[src/rtl/ppf_mac_accum.sv]
// Channel-interleaved multiply-accumulate engine: TAPS products per channel are
// summed, rounded, shifted and saturated, then emitted on a valid/ready port.
module ppf_mac_accum #(
  parameter int AWIDTH    = 16,
  parameter int BWIDTH    = 16,
  parameter int ACC_WIDTH = 40,
  parameter int OUT_WIDTH = 24,
  parameter int CHANNELS  = 8,
  parameter int TAPS      = 4,
  parameter int SHIFT     = 15,
  localparam int CW = (CHANNELS > 1) ? $clog2(CHANNELS) : 1
) (
  input  logic                 clk_i,
  input  logic                 rstn_i,
  input  logic                 clear_i,
  input  logic                 s_valid,
  output logic                 s_ready,
  input  logic [AWIDTH-1:0]    s_a,
  input  logic [BWIDTH-1:0]    s_b,
  output logic                 m_valid,
  input  logic                 m_ready,
  output logic [OUT_WIDTH-1:0] m_data,
  output logic [CW-1:0]        m_chan,
  output logic                 m_last,
  output logic                 m_sat
);

  localparam int PW = AWIDTH + BWIDTH;
  localparam int TW = (TAPS > 1) ? $clog2(TAPS) : 1;
  localparam logic [CW-1:0] CH_MAX  = CW'(CHANNELS - 1);
  localparam logic [CW-1:0] CH_ONE  = CW'(1);
  localparam logic [TW-1:0] TAP_MAX = TW'(TAPS - 1);
  localparam logic [TW-1:0] TAP_ONE = TW'(1);
  localparam logic signed [ACC_WIDTH:0] RND =
    (SHIFT > 0) ? ({{ACC_WIDTH{1'b0}}, 1'b1} << ((SHIFT > 0) ? (SHIFT - 1) : 0))
                : {(ACC_WIDTH+1){1'b0}};
  localparam logic signed [ACC_WIDTH:0] MAX_V =
    {{(ACC_WIDTH-OUT_WIDTH+2){1'b0}}, {(OUT_WIDTH-1){1'b1}}};
  localparam logic signed [ACC_WIDTH:0] MIN_V =
    {{(ACC_WIDTH-OUT_WIDTH+2){1'b1}}, {(OUT_WIDTH-1){1'b0}}};

  // Round-half-up, arithmetic shift, then clip; MSB of the result is the clip flag.
  function automatic logic [OUT_WIDTH:0] round_sat(input logic [ACC_WIDTH-1:0] sum);
    logic signed [ACC_WIDTH:0] wide_v;
    logic signed [ACC_WIDTH:0] r_v;
    wide_v = {sum[ACC_WIDTH-1], sum};
    r_v    = (wide_v + RND) >>> SHIFT;
    if (r_v > MAX_V) begin
      round_sat = {1'b1, MAX_V[OUT_WIDTH-1:0]};
    end else if (r_v < MIN_V) begin
      round_sat = {1'b1, MIN_V[OUT_WIDTH-1:0]};
    end else begin
      round_sat = {1'b0, r_v[OUT_WIDTH-1:0]};
    end
  endfunction

  logic                 rdy_r;
  logic                 en_s;
  logic                 accept_s;
  logic                 load_s;
  logic [CW-1:0]        chan_r;
  logic [TW-1:0]        tap_r;
  logic                 v1_r;
  logic                 first1_r;
  logic                 last1_r;
  logic [CW-1:0]        chan1_r;
  logic [PW-1:0]        p1_r;
  logic [PW-1:0]        a_ext_s;
  logic [PW-1:0]        b_ext_s;
  logic [PW-1:0]        prod_s;
  logic [ACC_WIDTH-1:0] acc_r [CHANNELS];
  logic [ACC_WIDTH-1:0] acc_sel_s;
  logic [ACC_WIDTH-1:0] sum_s;
  logic [OUT_WIDTH:0]   conv_s;
  logic                 m_valid_r;
  logic [OUT_WIDTH-1:0] m_data_r;
  logic [CW-1:0]        m_chan_r;
  logic                 m_last_r;
  logic                 m_sat_r;

  // The whole pipeline moves together whenever the output slot can take a result.
  assign en_s     = ~m_valid_r | m_ready;
  assign s_ready  = rdy_r & en_s & ~clear_i;
  assign accept_s = s_valid & s_ready;

  // Sign extension to the full product width keeps the low PW bits exact.
  assign a_ext_s = {{BWIDTH{s_a[AWIDTH-1]}}, s_a};
  assign b_ext_s = {{AWIDTH{s_b[BWIDTH-1]}}, s_b};
  assign prod_s  = a_ext_s * b_ext_s;

  // Stage-2 accumulate and output conversion.
  always_comb begin
    acc_sel_s = {ACC_WIDTH{1'b0}};
    if (first1_r) begin
      acc_sel_s = {ACC_WIDTH{1'b0}};
    end else begin
      acc_sel_s = acc_r[chan1_r];
    end
    sum_s  = acc_sel_s + {{(ACC_WIDTH-PW){p1_r[PW-1]}}, p1_r};
    conv_s = round_sat(sum_s);
    load_s = en_s & ~clear_i & v1_r & last1_r;
  end

  // Input-ready gate: keeps s_ready low until the first edge after reset.
  always_ff @(posedge clk_i or negedge rstn_i) begin
    if (!rstn_i) begin
      rdy_r <= 1'b0;
    end else begin
      rdy_r <= 1'b1;
    end
  end

  // Tap/channel counters and stage-1 product register.
  always_ff @(posedge clk_i or negedge rstn_i) begin
    if (!rstn_i) begin
      chan_r   <= {CW{1'b0}};
      tap_r    <= {TW{1'b0}};
      v1_r     <= 1'b0;
      first1_r <= 1'b0;
      last1_r  <= 1'b0;
      chan1_r  <= {CW{1'b0}};
      p1_r     <= {PW{1'b0}};
    end else if (clear_i) begin
      chan_r <= {CW{1'b0}};
      tap_r  <= {TW{1'b0}};
      v1_r   <= 1'b0;
    end else if (en_s) begin
      v1_r <= accept_s;
      if (accept_s) begin
        p1_r     <= prod_s;
        chan1_r  <= chan_r;
        first1_r <= (tap_r == {TW{1'b0}});
        last1_r  <= (tap_r == TAP_MAX);
        if (chan_r == CH_MAX) begin
          chan_r <= {CW{1'b0}};
          if (tap_r == TAP_MAX) begin
            tap_r <= {TW{1'b0}};
          end else begin
            tap_r <= tap_r + TAP_ONE;
          end
        end else begin
          chan_r <= chan_r + CH_ONE;
        end
      end
    end
  end

  // Per-channel accumulators; the first tap overwrites whatever was left behind.
  always_ff @(posedge clk_i or negedge rstn_i) begin
    if (!rstn_i) begin
      for (int i = 0; i < CHANNELS; i++) begin
        acc_r[i] <= {ACC_WIDTH{1'b0}};
      end
    end else if (en_s && !clear_i && v1_r) begin
      acc_r[chan1_r] <= sum_s;
    end
  end

  // Output register: a handshake and a new load may share one edge.
  always_ff @(posedge clk_i or negedge rstn_i) begin
    if (!rstn_i) begin
      m_valid_r <= 1'b0;
      m_data_r  <= {OUT_WIDTH{1'b0}};
      m_chan_r  <= {CW{1'b0}};
      m_last_r  <= 1'b0;
      m_sat_r   <= 1'b0;
    end else if (clear_i) begin
      m_valid_r <= 1'b0;
    end else if (load_s) begin
      m_valid_r <= 1'b1;
      m_data_r  <= conv_s[OUT_WIDTH-1:0];
      m_sat_r   <= conv_s[OUT_WIDTH];
      m_chan_r  <= chan1_r;
      m_last_r  <= (chan1_r == CH_MAX);
    end else if (en_s) begin
      m_valid_r <= 1'b0;
    end
  end

  assign m_valid = m_valid_r;
  assign m_data  = m_data_r;
  assign m_chan  = m_chan_r;
  assign m_last  = m_last_r;
  assign m_sat   = m_sat_r;

endmodule

[config.mk]
export PLATFORM = sky130hd
export DESIGN_NAME = ppf_mac_accum
export DESIGN_NICKNAME = d
export VERILOG_FILES = /design/src/rtl/ppf_mac_accum.sv
export SDC_FILE = /design/constraint.sdc
export NUM_CORES = 2
export LEC_CHECK = 0
export ABC_AREA = 1
export BUFFER_PORTS_ARGS = -buffer_cell sky130_fd_sc_hd__buf_2
export CAP_MARGIN = 20
export CORE_ASPECT_RATIO = 0.5
export CORE_MARGIN = 1
export CORE_UTILIZATION = 30
export CTS_CLUSTER_DIAMETER = 30
export DETAILED_ROUTE_END_ITERATION = 12
export PLACE_DENSITY = 0.48
export SLEW_MARGIN = 20
export SYNTH_ARGS = -nofsm -noshare
export SYNTH_HDL_FRONTEND = slang
export SYNTH_SLANG_ARGS = --single-unit
[constraint.sdc]
create_clock -name clk_i -period 10.5 [get_ports clk_i]
set_clock_uncertainty 0.2 [all_clocks]
set_input_delay 0.525 -clock clk_i [delete_from_list [all_inputs] [get_ports clk_i]]
set_output_delay 0.525 -clock clk_i [all_outputs]
set_load 0.02 [all_outputs]
==> results.yml <==
worst_setup_path:
  crit_top_cell: "nand2_1"
  cp_slowest_cell: "clkinv_1"
  endpoint_kind: "flop"
  required_ns: 10.80
  critPathMaxFanout: 24
  reg2reg_depth: 28
  critical-path-max-stage-delay_ns: 0.76
  critPathKind: "flop to flop"
  cp_data_arrival_time_ns: 6.81
  critPathLaunchType: "flop"
  path_delay_family: "simple AND/OR/NAND/NOR gates"
  crit_cells: 28
  critPathBufInv: 2
grt:
  grt_pass1_wl_mm: 156
  grt-ovfl-total: 0
  grt_pass1_vias: 26400
  gr-usage-all-layers_pct: 19.2
  grt_antenna_before_repair: 1
  grt_max_degree: 151
synthesis:
  syn_nets: 4341
  syn_inst: 3915
  yosys.area_share.simple_pct: 21.8
  synthXorXnorAreaFrac_pct: 1.77
  syn-cell-area_sq_mm: 0.0306
  synth_top_family_by_area: "adder cells"
  synth_seq_cells: 394
  synth.area.mux_share_pct: 0
  synth_compound_area_share_pct: 11.4
  synth_adder_area_share_pct: 22.4
  synth.avg_cell_area_sq_um: 7.81
  ys_warn_count: 0
  synth.distinct_cells: 49
  synth_sequential_area_ratio_pct: 32.2
sta:
  tightest_slew_ns: 0.993
  rsz0062_at_grt: "false"
  tns_ns: 0
  slew_viol_final: 0
  finalSetupViolCount: 0
  slew_headroom_pct: 33.8
  fmax_mhz: 154
  finalHoldViolCount: 0
  period_share_pct: 62.0
  setup_slack_ns: 3.99
  period_minus_slack_ns: 6.51
clocking:
  cts.sinks: 394
  cts-root-buf: "clkbuf_16"
  clk_latency_ns: 0.66
  clk_pin_slew_ns: 0.04
  cts_tree: "yes"
  clock_path_buffers: 3
  numCtsBuffers: 98
  htree_levels: 3
placement:
  dp_hpwl_mm: 68.9
  finalWeightedCongestion: 0.958
  place_ws_ns: 3.30
  post-place-cells: 5176
  portBuffers: 67
detailed_routing:
  firstDrtPassIters: 5
  via_per_inst: 4.80
  drt_iter0_markers: 2111
  vias: 25700
  routed_wl_mm: 98.0
  drc: 0
  postRouteAntennaNets: 0
  wl_per_cell_um: 18.3
final_layout:
  fillCellCount: 10600
  final_cell_mix: "1329 x nand2_1, 623 x inv_1, 393 x dfrtp_1"
  final_common_cell: "nand2_1"
  antenna_cells: 0
  layout.nets: 4362
  syn_to_final_growth_pct: 16.2
  layoutNonFillerInstCount: 5357
  drive_gt1_share_pct: 9.20
min_path:
  min_path_cells: 3
  hold_path.class: "input port to flop"
floorplan:
  ios: 68
  die_x_um: 454
  dieArea_sq_mm: 0.103
  core-area_sq_mm: 0.101
  initial_core_util_pct: 30.4
  fp-row-count: 82
  die_h_um: 228
power_and_ir_drop:
  power_density_mw_per_mm2: 382
  ir_worst_vdd_mv: 0.338
  total_leakage_power_nw: 18.5
job:
  cap_violations: 0
outcome:
  status: "finished clean"
## final cells by class
type	count	area, sq um	share of cell area [%]
well taps	1344	1680	4.73
multi-input cells	2693	17600	49.4
inverters	654	2460	6.91
flip-flops and latches	394	9860	27.7
clock inverters	44	578	1.63
repair buffers	95	582	1.64
clock buffers	133	2820	7.94
## repair_timing
item,4_1_cts,5_1_grt
hold endpoints to repair,97,0
gates resized for setup,0,0
endpoints found under the setup margin,0,0
setup buffers,0,0
hold buffers,4,0
## power breakdown
part,internal (mW),switching [mW],total (mW)
Clock,2.09,0.938,3.02
Combinational,2.96,5.48,8.44
Sequential,1.87,0.238,2.10
Total,6.92,6.65,13.6
## state kept, by name, summed over array words and instances (netlist names)
| signal | flops |
|---|---|
| acc_r | 320 |
| chan1_r | 3 |
| chan_r | 3 |
| first1_r | 1 |
| last1_r | 1 |
| m_chan | 3 |
| m_data | 24 |
| m_last | 1 |
| m_sat | 1 |
| m_valid | 1 |
| p1_r | 32 |
| rdy_r | 1 |
| tap_r | 2 |
| v1_r | 1 |
## per-stage QoR
stage	util [%]	total power, mW	hold slack, ns	cell area [sq um]
global placement	31.9	10.6	0.254	32100
CTS	35.4	13.7	0.164	35600
finish	35.4	13.6	0.179	35600
floorplan	-	8.26	0.0294	30600
global route	35.4	14.9	0.187	35600
detailed placement	31.9	10.6	0.259	32100
## synth_stat cells, drive strengths merged
cell	count	area (sq um)
a31o	1	8.76
ha	126	1580
a41oi	27	236
conb	1	3.75
a21oi	70	358
o31ai	1	7.51
o211ai	5	37.5
inv	645	2420
o311ai	1	8.76
nor3	13	70.1
nor4	3	18.8
a22oi	50	375
clkinv	9	33.8
nand3b	4	30.0
o21bai	4	33.8
nand2	1357	5170
a31oi	16	100
nand3	90	503
a22o	18	158
clkbuf	155	592
nor2	138	612
a311oi	1	8.76
o21ai	362	1810
xnor2	31	272
dfrtp	394	9860
buf	19	143
a221oi	37	324
nand4	23	144
or2	17	106
xor2	29	269
fa	263	5270
o22ai	4	25.0
o21a	1	7.51
## cells by family (layout without fill, tap and decap cells)
group                    Yosys count  in the layout
buffers and inverters            828            926
other                              1              1
adder cells (fa/ha/maj)          389            389
flip-flops                       394            394
AO/OA/AOI/OAI                    598            598
XOR/XNOR                          60             60
AND/OR/NAND/NOR                 1645           1645
## tightest hold or removal path: cells and delay by family
family / cells / cell delay [ns]
AO/OA/AOI/OAI: 1 / 0.08
buffers and inverters: 1 / 0.24
AND/OR/NAND/NOR: 1 / 0.10
## worst paths after layout
check                                       startpoint                     end  slack (ns)
worst max-delay path            chan1_r[2]$_DFFE_PN0P_  m_data[21]$_DFFE_PN0P_        3.99
worst min-delay path                            s_a[0]     p1_r[0]$_DFFE_PN0P_        0.18
worst max register to register  chan1_r[2]$_DFFE_PN0P_  m_data[21]$_DFFE_PN0P_        3.99
worst min register to register   m_data[5]$_DFFE_PN0P_   m_data[5]$_DFFE_PN0P_        0.27
max in group asynchronous                       rstn_i  acc_r[284]$_DFFE_PN0P_        8.28
min in group asynchronous                       rstn_i  acc_r[196]$_DFFE_PN0P_        0.31
## layer usage
| layer | global-route usage, % | vias up | part of all wire [%] |
|---|---|---|---|
| met5 | 0 | - | 0 |
| met4 | 4.73 | 0 | 1.8 |
| met3 | 2.73 | 118 | 4.9 |
| met2 | 30.1 | 647 | 44 |
| met1 | 27.7 | 12700 | 49 |
| li1 | - | 12200 | - |
No activity file was read; power rests on OpenSTA's default activity.
